$ cat src/rtl/i2c_target_byte.sv
// i2c_target_byte
// Byte-level I2C target that answers a master on the shared open-drain
// SCL/SDA lines. It recognises START, repeated START and STOP, matches a
// 7-bit address, hands written bytes to the core on a one-cycle strobe, and
// fetches read bytes through a valid/ready handshake. While it waits for
// read data it stretches the clock by holding SCL low.
//
// Ports
//   i_clk, i_rst          system clock, asynchronous active-high reset
//   i_scl, i_sda          sensed line levels (asynchronous to i_clk)
//   o_scl_drive           0 = pull SCL low, 1 = release
//   o_sda_drive           0 = pull SDA low, 1 = release
//   o_rx_valid, o_rx_data one-cycle strobe with the byte the master wrote
//   i_tx_valid, i_tx_data byte offered for the next master read
//   o_tx_ready            target takes i_tx_data when i_tx_valid is also high
//   o_busy                high from an address-matched START until STOP
//   o_rw                  R/W bit of the current matched transaction (1 = read)

module i2c_target_byte #(
    parameter logic [6:0] ADDR       = 7'h42,
    parameter int         FILTER_LEN = 3
) (
    input  logic       i_clk,
    input  logic       i_rst,
    input  logic       i_scl,
    input  logic       i_sda,
    output logic       o_scl_drive,
    output logic       o_sda_drive,
    output logic       o_rx_valid,
    output logic [7:0] o_rx_data,
    input  logic       i_tx_valid,
    input  logic [7:0] i_tx_data,
    output logic       o_tx_ready,
    output logic       o_busy,
    output logic       o_rw
);

    localparam int CW = $clog2(FILTER_LEN + 1);

    typedef enum logic [3:0] {
        IDLE,
        ADDR_S,
        ADDR_ACK,
        WR_DATA,
        WR_ACK,
        RD_LOAD,
        RD_DATA,
        RD_ACK,
        WAIT_STOP
    } state_t;

    // Index 1 carries SCL, index 0 carries SDA through the conditioning path.
    logic [1:0]    lineIn;
    logic [1:0]    syncA_q;
    logic [1:0]    syncB_q;
    logic [1:0]    filt_q;
    logic [1:0]    prev_q;
    logic [CW-1:0] filtCnt_q [2];

    logic sclRise;
    logic sclFall;
    logic sclHigh;
    logic sdaIn;
    logic startCond;
    logic stopCond;

    state_t     state_q,    state_d;
    logic [7:0] shift_q,    shift_d;
    logic [7:0] txShift_q,  txShift_d;
    logic [3:0] bitCnt_q,   bitCnt_d;
    logic       sdaDrive_q, sdaDrive_d;
    logic       sclDrive_q, sclDrive_d;
    logic       rxValid_q,  rxValid_d;
    logic [7:0] rxData_q,   rxData_d;
    logic       txReady_q,  txReady_d;
    logic       busy_q,     busy_d;
    logic       rw_q,       rw_d;

    assign lineIn = {i_scl, i_sda};

    // Two-flop synchronizer followed by a glitch filter: the filtered level
    // only follows the synchronized line once it has disagreed for
    // FILTER_LEN consecutive samples. The idle bus is high, so everything
    // resets to 1 to avoid a spurious edge after reset.
    always_ff @(posedge i_clk or posedge i_rst) begin
        if (i_rst) begin
            syncA_q <= 2'b11;
            syncB_q <= 2'b11;
            filt_q  <= 2'b11;
            prev_q  <= 2'b11;
            for (int i = 0; i < 2; i++) begin
                filtCnt_q[i] <= '0;
            end
        end else begin
            syncA_q <= lineIn;
            syncB_q <= syncA_q;
            prev_q  <= filt_q;
            for (int i = 0; i < 2; i++) begin
                if (syncB_q[i] == filt_q[i]) begin
                    filtCnt_q[i] <= '0;
                end else if (filtCnt_q[i] == CW'(FILTER_LEN - 1)) begin
                    filt_q[i]    <= syncB_q[i];
                    filtCnt_q[i] <= '0;
                end else begin
                    filtCnt_q[i] <= filtCnt_q[i] + 1'b1;
                end
            end
        end
    end

    // START/STOP need SCL to have been high on both the current and the
    // previous filtered sample, so an SDA change that lands together with an
    // SCL edge is never mistaken for a bus condition.
    assign sclRise   =  filt_q[1] & ~prev_q[1];
    assign sclFall   = ~filt_q[1] &  prev_q[1];
    assign sclHigh   =  filt_q[1] &  prev_q[1];
    assign sdaIn     =  filt_q[0];
    assign startCond = ~filt_q[0] &  prev_q[0] & sclHigh;
    assign stopCond  =  filt_q[0] & ~prev_q[0] & sclHigh;

    // State and datapath registers.
    always_ff @(posedge i_clk or posedge i_rst) begin
        if (i_rst) begin
            state_q    <= IDLE;
            shift_q    <= '0;
            txShift_q  <= '0;
            bitCnt_q   <= '0;
            sdaDrive_q <= 1'b1;
            sclDrive_q <= 1'b1;
            rxValid_q  <= 1'b0;
            rxData_q   <= '0;
            txReady_q  <= 1'b0;
            busy_q     <= 1'b0;
            rw_q       <= 1'b0;
        end else begin
            state_q    <= state_d;
            shift_q    <= shift_d;
            txShift_q  <= txShift_d;
            bitCnt_q   <= bitCnt_d;
            sdaDrive_q <= sdaDrive_d;
            sclDrive_q <= sclDrive_d;
            rxValid_q  <= rxValid_d;
            rxData_q   <= rxData_d;
            txReady_q  <= txReady_d;
            busy_q     <= busy_d;
            rw_q       <= rw_d;
        end
    end

    // Next-state logic. Bus conditions override whatever byte phase is in
    // progress, which also drops a partially received byte on a repeated
    // START and ends any clock stretch.
    always_comb begin
        state_d    = state_q;
        shift_d    = shift_q;
        txShift_d  = txShift_q;
        bitCnt_d   = bitCnt_q;
        sdaDrive_d = sdaDrive_q;
        sclDrive_d = sclDrive_q;
        rxValid_d  = 1'b0;
        rxData_d   = rxData_q;
        txReady_d  = txReady_q;
        busy_d     = busy_q;
        rw_d       = rw_q;

        if (startCond) begin
            state_d    = ADDR_S;
            bitCnt_d   = '0;
            sdaDrive_d = 1'b1;
            sclDrive_d = 1'b1;
            txReady_d  = 1'b0;
            busy_d     = 1'b0;
        end else if (stopCond) begin
            state_d    = IDLE;
            bitCnt_d   = '0;
            sdaDrive_d = 1'b1;
            sclDrive_d = 1'b1;
            txReady_d  = 1'b0;
            busy_d     = 1'b0;
        end else begin
            case (state_q)
                IDLE: begin
                    sdaDrive_d = 1'b1;
                    sclDrive_d = 1'b1;
                end

                // The address byte is complete on the 8th rise; shift_q then
                // still holds the seven address bits and sdaIn is R/W.
                ADDR_S: begin
                    if (sclRise && bitCnt_q < 4'd8) begin
                        shift_d  = {shift_q[6:0], sdaIn};
                        bitCnt_d = bitCnt_q + 4'd1;
                        if (bitCnt_q == 4'd7) begin
                            if (shift_q[6:0] == ADDR) begin
                                rw_d   = sdaIn;
                                busy_d = 1'b1;
                            end else begin
                                state_d = WAIT_STOP;
                            end
                        end
                    end else if (sclFall && bitCnt_q == 4'd8) begin
                        sdaDrive_d = 1'b0;
                        state_d    = ADDR_ACK;
                    end
                end

                // A read starts stretching immediately so the core has time
                // to supply the first byte.
                ADDR_ACK: begin
                    if (sclFall) begin
                        sdaDrive_d = 1'b1;
                        bitCnt_d   = '0;
                        if (rw_q) begin
                            state_d    = RD_LOAD;
                            sclDrive_d = 1'b0;
                            txReady_d  = 1'b1;
                        end else begin
                            state_d = WR_DATA;
                        end
                    end
                end

                WR_DATA: begin
                    if (sclRise && bitCnt_q < 4'd8) begin
                        shift_d  = {shift_q[6:0], sdaIn};
                        bitCnt_d = bitCnt_q + 4'd1;
                        if (bitCnt_q == 4'd7) begin
                            rxData_d  = {shift_q[6:0], sdaIn};
                            rxValid_d = 1'b1;
                        end
                    end else if (sclFall && bitCnt_q == 4'd8) begin
                        sdaDrive_d = 1'b0;
                        state_d    = WR_ACK;
                    end
                end

                WR_ACK: begin
                    if (sclFall) begin
                        sdaDrive_d = 1'b1;
                        bitCnt_d   = '0;
                        state_d    = WR_DATA;
                    end
                end

                // SCL is held low here, so putting the MSB on SDA at the
                // handshake is still a change during the low phase.
                RD_LOAD: begin
                    if (i_tx_valid && txReady_q) begin
                        txShift_d  = i_tx_data;
                        sdaDrive_d = i_tx_data[7];
                        txReady_d  = 1'b0;
                        sclDrive_d = 1'b1;
                        bitCnt_d   = 4'd1;
                        state_d    = RD_DATA;
                    end
                end

                // bitCnt_q counts bits already presented; the fall after the
                // eighth bit hands SDA back to the master for its ACK.
                RD_DATA: begin
                    if (sclFall) begin
                        if (bitCnt_q == 4'd8) begin
                            sdaDrive_d = 1'b1;
                            bitCnt_d   = '0;
                            state_d    = RD_ACK;
                        end else begin
                            sdaDrive_d = txShift_q[6];
                            txShift_d  = {txShift_q[6:0], 1'b0};
                            bitCnt_d   = bitCnt_q + 4'd1;
                        end
                    end
                end

                // bitCnt_q == 1 marks that an ACK was seen on this clock.
                RD_ACK: begin
                    if (sclRise) begin
                        if (sdaIn) begin
                            state_d = WAIT_STOP;
                        end else begin
                            bitCnt_d = 4'd1;
                        end
                    end else if (sclFall && bitCnt_q == 4'd1) begin
                        bitCnt_d   = '0;
                        sclDrive_d = 1'b0;
                        txReady_d  = 1'b1;
                        state_d    = RD_LOAD;
                    end
                end

                WAIT_STOP: begin
                    sdaDrive_d = 1'b1;
                    sclDrive_d = 1'b1;
                    txReady_d  = 1'b0;
                end

                default: begin
                    state_d    = IDLE;
                    sdaDrive_d = 1'b1;
                    sclDrive_d = 1'b1;
                    txReady_d  = 1'b0;
                end
            endcase
        end
    end

    assign o_scl_drive = sclDrive_q;
    assign o_sda_drive = sdaDrive_q;
    assign o_rx_valid  = rxValid_q;
    assign o_rx_data   = rxData_q;
    assign o_tx_ready  = txReady_q;
    assign o_busy      = busy_q;
    assign o_rw        = rw_q;

endmodule

$ cat config.mk
export PLATFORM = sky130hd
export DESIGN_NAME = i2c_target_byte
export DESIGN_NICKNAME = d
export VERILOG_FILES = /design/src/rtl/i2c_target_byte.sv
export SDC_FILE = /design/constraint.sdc
export NUM_CORES = 1
export LEC_CHECK = 0
export ABC_AREA = 1
export ABC_CLOCK_PERIOD_IN_PS = 1500
export CORE_UTILIZATION = 51
export CTS_CLUSTER_DIAMETER = 100
export CTS_CLUSTER_SIZE = 16
export DETAILED_ROUTE_END_ITERATION = 8
export PLACE_DENSITY = 0.76
export SYNTH_ARGS = -nofsm -noshare
export SYNTH_HDL_FRONTEND = slang
export SYNTH_SLANG_ARGS = --single-unit
$ cat constraint.sdc
create_clock -name i_clk -period 1.5 [get_ports i_clk]
set_input_delay 0.225 -clock i_clk [delete_from_list [all_inputs] [get_ports i_clk]]
set_output_delay 0.225 -clock i_clk [all_outputs]
set_load 0.005 [all_outputs]
Word-level counts from Yosys, hierarchy flattened
Cells that the tools add are included.
Widths: inputs -> output; s select.
{ "totals": {"ff_bits": 48, "latchBits": 0, "ram_bits": 0, "romBits": 0, "inputBits": 13, "output_inout_bits": 14, "elab_cells": 181, "n_memories": 0} }
{ "op_classes": {"add_sub_neg": 3, "multipliers": 0, "div": 0, "magnitude_cmp": 1, "n_eq_ne": 43, "n_shift": 0, "n_mux": 73, "bitwise_logic": 15, "reduce_logical": 28} }
{ "op_table": {"columns": ["op", "count"], "rows": [
  ["$mux 4", 26],
  ["$ne 4x4->1 const B", 11],
  ["$mux 1", 33],
  ["$pmux 4 s8", 1],
  ["$ne 5x5->1 const B", 6],
  ["$reduce_and 6->1", 5],
  ["$mux 7", 3],
  ["$eq 4x3->1 const B", 5],
  ["$pmux 4 s5", 1],
  ["$pmux 7 s2", 1],
  ["$reduce_and 13->1", 1],
  ["$ne 4x1->1 const B", 3],
  ["$reduce_bool 3->1", 4],
  ["$ne 3x1->1 const B", 3],
  ["$eq 4x1->1 const B", 2],
  ["$eq 4x2->1 const B", 2],
  ["$eq 4x4->1 const B", 2],
  ["$mux 2", 4],
  ["$not 1->1", 8],
  ["$pmux 1 s4", 2],
  ["$reduce_and 4->1", 2],
  ["$and 1x1->1", 7],
  ["$eq 7x7->1 const B", 1],
  ["$reduce_and 7->1", 1],
  ["other kinds (18)", 29]
]} }

Longest topological paths before layout
{ "depth": {"depth_word": 8, "mapped_depth": 11, "depth_no_buf": 11} }

Least setup slack after synthesis
Ideal clock, no wire load.
{ "synth_path": {"path_type": "register -> register", "startpoint": "register prev_q[1]", "endpoint": "register bitCnt_q[3]", "setup_time_ns": 0.124, "arrival_ns": 1.332, "required_ns": 1.376, "setup_slack_ns": 0.044, "path_stages_with_launch": 9, "path_buffers": 1, "period_less_slack_ns": 1.456, "path_cell_list": "dfstp_2 -> nand4_2 -> nand2_4 -> inv_2 -> buf_6 -> o21ai_2 -> nand3_4 -> nand2_1 -> o21ai_1"} }
{ "synth_between": {"elab_chain_cells": 6, "word_cells_on_any_way": 20, "classes_between": "eq/ne: 6; mux: 4; bitwise: 6; reduce/logical: 4"} }
{ "synth_rtl": {"columns": ["element", "line", "text"], "rows": [
  ["start, declared", "57", "logic [1:0] prev_q;"],
  ["start signal, assigned", "97", "prev_q <= filt_q;"],
  ["$not 1->1", "114", "assign sclRise = filt_q[1] & ~prev_q[1];"],
  ["$and 1x1->1", "114", null],
  ["$mux 4", "276", "if (sclRise) begin"],
  ["$pmux 4 s5", "181", "case (state_q)"],
  ["$mux 4", "173", "end else if (stopCond) begin"],
  ["$mux 4", "166", "if (startCond) begin"],
  ["end signal, assigned", "139", "bitCnt_q <= bitCnt_d;"],
  ["end, declared", "70", "logic [3:0] bitCnt_q, bitCnt_d;"]
]} }
Parallel ways exist; a longest one is shown, timed or not.
A chain may end at the register's enable or synchronous reset.

Worst setup path after layout
{ "layout_path": {"startpoint": "register filt_q[1]", "endpoint": "register state_q[0]"} }
{ "layout_between": {"elab_chain_cells": 6, "word_cells_on_any_way": 28, "classes_between": "eq/ne: 13; mux: 5; bitwise: 6; reduce/logical: 4"} }
{ "layout_rtl": {"columns": ["element", "line", "text"], "rows": [
  ["start, declared", "56", "logic [1:0] filt_q;"],
  ["start signal, assigned by index", "102", "filt_q[i] <= syncB_q[i];"],
  ["$and 1x1->1", "114", null],
  ["$logic_and 1x1->1", "190, 224", null],
  ["$mux 4", "190", "if (sclRise && bitCnt_q < 4'd8) begin"],
  ["$pmux 4 s8", "181", null],
  ["$mux 4", "173", null],
  ["$mux 4", "166", null],
  ["end signal, assigned", "136", "state_q <= state_d;"],
  ["end, declared", "67", "state_t state_q, state_d;"]
]} }
Parallel ways exist; a longest one is shown, timed or not.

==> summary.log <==
qor: final_layout.layout-drive-gt1-share 36.9%
qor: sta.rsz_0062_raised_after_global_routing yes
qor: route.antenna_left 0
qor: setup_path.crit_path_max_fanout 3
qor: floorplanning.die_height 72.1 um
qor: route.routed_wire_length_per_instance 14.0 um
qor: yosys.yosysSeqAreaShare 48.4%
qor: setup_path.crit_start filt_q[1]
qor: route.wirelength_routed 6160 um
qor: setup_path.timing.critical_path.from_type flop
qor: outcome.failed_checks negative setup slack
qor: final_layout.areaGrowthSynthToFinish 40.0%
qor: clock_network.htree_num_levels 2
qor: route.drtIter0Drc 121
qor: worst_hold_path.hold_path_class input pin to async pin
qor: yosys.yosysWarnings 0
qor: floorplanning.design.portCount 27
qor: yosys.syn_nets 320
qor: setup_path.reg2reg_depth 8
qor: setup_path.timing.critical_path.to state_q[0]
qor: sta.layout_worst_path_cycle_share 112%
qor: route.detailroute.via_count 2233
qor: clock_network.worst_setup_hold_path_clk_slew 0.09 ns
qor: sta.slew_at_the_pin_closest_to_its_max_slew_limit 0.371 ns
qor: floorplanning.starting_utilization_of_the_core_area 53.1%
qor: global_route.grt_pass1_vias 2048
qor: sta.post-route-worst-setup-slack -0.182 ns
qor: power.swShare 40.1%
qor: setup_path.reg2reg_from filt_q[1]
qor: route.drt_drc_violations_left 0
qor: sta.max-slew-margin-rel 75.0%
qor: sta.hold_slack 0.257 ns
qor: clock_network.clk_root_buffer_cell sky130_fd_sc_hd__clkbuf_8
qor: global_route.grt_max_degree 49
qor: run.drv.max_cap_violation_count 0
qor: yosys.netlist-cell-type-count 32
qor: setup_path.critPathCaptureType flop
qor: power.power_per_cell_area 1560 mW/mm2
qor: sta.maxSlewViolCount 0
qor: sta.finalSetupViolCount 22
qor: setup_path.critical_path_class flop to flop
qor: floorplanning.die_width 72.1 um
qor: clock_network.clk_latency 0.31 ns
qor: route.detail_route.vias_per_cell 5.06
qor: placed_design.placement.setup.worst_slack -0.113 ns
qor: final_layout.ff_latch_area 0.00122 mm2
qor: final_layout.fillerInstances 348
qor: floorplanning.fp.dieArea 0.00520 mm2
qor: outcome.status finished with violations
qor: placed_design.detailedPlacementHpwl 4240 um
qor: route.drt_first_pass_iters 4
qor: floorplanning.core_area 0.00472 mm2
qor: yosys.syn-cell-area 0.00251 mm2
qor: global_route.antenna_found_initial 0
qor: setup_path.worstPathArrival 1.88 ns
qor: power.switching_power 2.20 mW
qor: placed_design.final_weighted_congestion_in_routability_driven_placement 0.915
qor: global_route.grt_overflow_total 0
qor: final_layout.finish.net_count 389
qor: power.p_leak 1.69 nW
qor: final_layout.most-common-layout-cells sky130_fd_sc_hd__nand2_1, sky130_fd_sc_hd__dfrtp_1, sky130_fd_sc_hd__buf_4, sky130_fd_sc_hd__clkdlybuf4s50_1, sky130_fd_sc_hd__o21ai_1
qor: final_layout.diodes 0
qor: sta.max_freq 595 MHz
qor: clock_network.ctsLongestPathBuffers 2
qor: final_layout.mostFrequentLayoutCell sky130_fd_sc_hd__nand2_1
qor: power.part_of_the_power_in_combinational_logic 47.7%
qor: setup_path.crit-reg2reg-capture state_q[0]
qor: power.seq_power_share 34.0%
qor: global_route.grt_pass1_wl 9690 um
qor: yosys.synth-seq-cells 48
qor: sta.finalWorstPathRequiredPeriod 1.68 ns
qor: yosys.postSynthAreaPerCell 8.25 um2
qor: power.clock_power_share 18.3%
qor: global_route.combined_global_route_utilization_of_all_metal_layers 24.7%
qor: floorplanning.rows 25
qor: final_layout.final_area 0.00351 mm2
qor: placed_design.port_buffers 26
qor: clock_network.cts_tree built
qor: setup_path.critical_path_required 1.70 ns
qor: setup_path.regToRegSetupSlack -0.18 ns
qor: clock_network.clock_sink_count 48
qor: yosys.synth_cells 304
qor: sta.timing_hold_violations_final 0
qor: final_layout.multi_input_comb_area 0.00135 mm2
qor: placed_design.postPlaceCellArea 0.00306 mm2
qor: power.internal-power 3.29 mW
qor: sta.worst_clock_skew 0.00504 ns
qor: clock_network.cts_inserted_buffers 5
qor: power.worst_ir_drop_vdd 0.000966 V
==> registers in the layout (all words and copies together) (netlist names), 2 cells and up <==
signal	count
syncA_q	2
state_q	4
filt_q	2
o_rx_data	8
txShift_q	7
bitCnt_q	4
prev_q	2
filtCnt_q	4
shift_q	7
syncB_q	2
==> critical path, cell delays in order, from the launching register on <==
cell,delay (ns)
sky130_fd_sc_hd__dfstp_2,0.59
sky130_fd_sc_hd__buf_6,0.12
sky130_fd_sc_hd__nand2_1,0.07
sky130_fd_sc_hd__nand2_1,0.11
sky130_fd_sc_hd__o21ai_0,0.17
sky130_fd_sc_hd__o21ai_1,0.23
sky130_fd_sc_hd__nand2_1,0.10
sky130_fd_sc_hd__nand3_1,0.11
sky130_fd_sc_hd__nand2_1,0.07
==> cells by family (layout without fill, tap and decap cells) <==
family	after synthesis	count (layout)	share of synthesized area (%)
muxes	6	6	2.39
and+or+nand+nor	160	161	30.2
buffers and inverters	39	108	6.78
adders and majority gates	3	3	1.50
xor gates and xnor gates	3	3	1.05
AOI/OAI and AO/OA	45	45	9.73
DFF	48	48	48.4
==> worst min path at each step <==
stage	start	end	slack (ns)	cells past startpoint
global route	i_rst	filtCnt_q[3]	0.28	3
CTS	i_rst	shift_q[2]	0.27	3
finish	i_rst	filtCnt_q[3]	0.26	3
floorplan	i_sda	syncA_q[0]	0.23	0
global placement	syncA_q[0]	syncB_q[0]	0.35	0
detailed placement	syncA_q[1]	syncB_q[1]	0.35	0
==> synthesized netlist by cell type (all sizes together) <==
cell type	instances	area share, %
nand3b	1	0.30
nand3	25	5.9
dfrtp	38	38
xor2	1	0.35
a21o	1	0.30
dfstp	10	10
clkbuf	1	0.15
o21ai	38	8.0
o211ai	1	0.30
mux2i	6	2.4
nand4	4	1.5
nor3	7	1.4
a21oi	3	0.60
inv	34	5.1
buf	4	1.5
and2	1	0.25
ha	3	1.5
nor2	27	5.6
a31oi	2	0.50
xnor2	2	0.70
nand2	95	15
==> area by class of cell <==
class                   count  share of cell area, %
inverters                  34                   4.20
repair buffers             66                   17.0
clock buffers               6                   2.35
flip-flops and latches     48                   34.7
multi-input cells         218                   38.4
well taps                  67                   2.39
clock inverters             2                   1.10
==> power groups by stage <==
stage / logic [mW] / clock network (mW) / registers, mW
floorplan: 1.31 / 0 / 1.79
global placement: 1.99 / 0 / 1.83
detailed placement: 2.03 / 0 / 1.85
CTS: 2.29 / 1.02 / 1.84
global route: 2.87 / 1.06 / 1.90
finish: 2.62 / 1.00 / 1.87
==> timing repair <==
item	CTS	global route
pin swaps	13	14
hold buffers	0	0
cloned	0	2
buffers inserted	4	4
endpoints found under the setup margin	28	29
resized for setup	29	54
==> layer usage <==
| metal | vias to the layer above | part of all wire [%] | GRT usage (%) |
|---|---|---|---|
| li1 | 1127 | - | - |
| met1 | 1055 | 44 | 32.9 |
| met5 | - | 0 | 0 |
| met4 | 0 | 2.1 | 8.28 |
| met2 | 40 | 50 | 40.5 |
| met3 | 11 | 3.3 | 5.00 |
==> per-stage QoR <==
| stage | TNS, ns | power (mW) | std cells | utilization (%) |
|---|---|---|---|---|
| final | -1.41 | 5.49 | 441 | 74.4 |
| after global routing | -3.83 | 5.83 | 441 | 74.4 |
| after CTS | -0.487 | 5.15 | 435 | 69.9 |
| after detailed placement | -1.41 | 3.88 | 424 | 64.8 |
| after global placement | -1.45 | 3.82 | 424 | 64.8 |
| after floorplan | 0 | 3.10 | 304 | - |
Note: power is estimated with default switching activity, not from simulation.
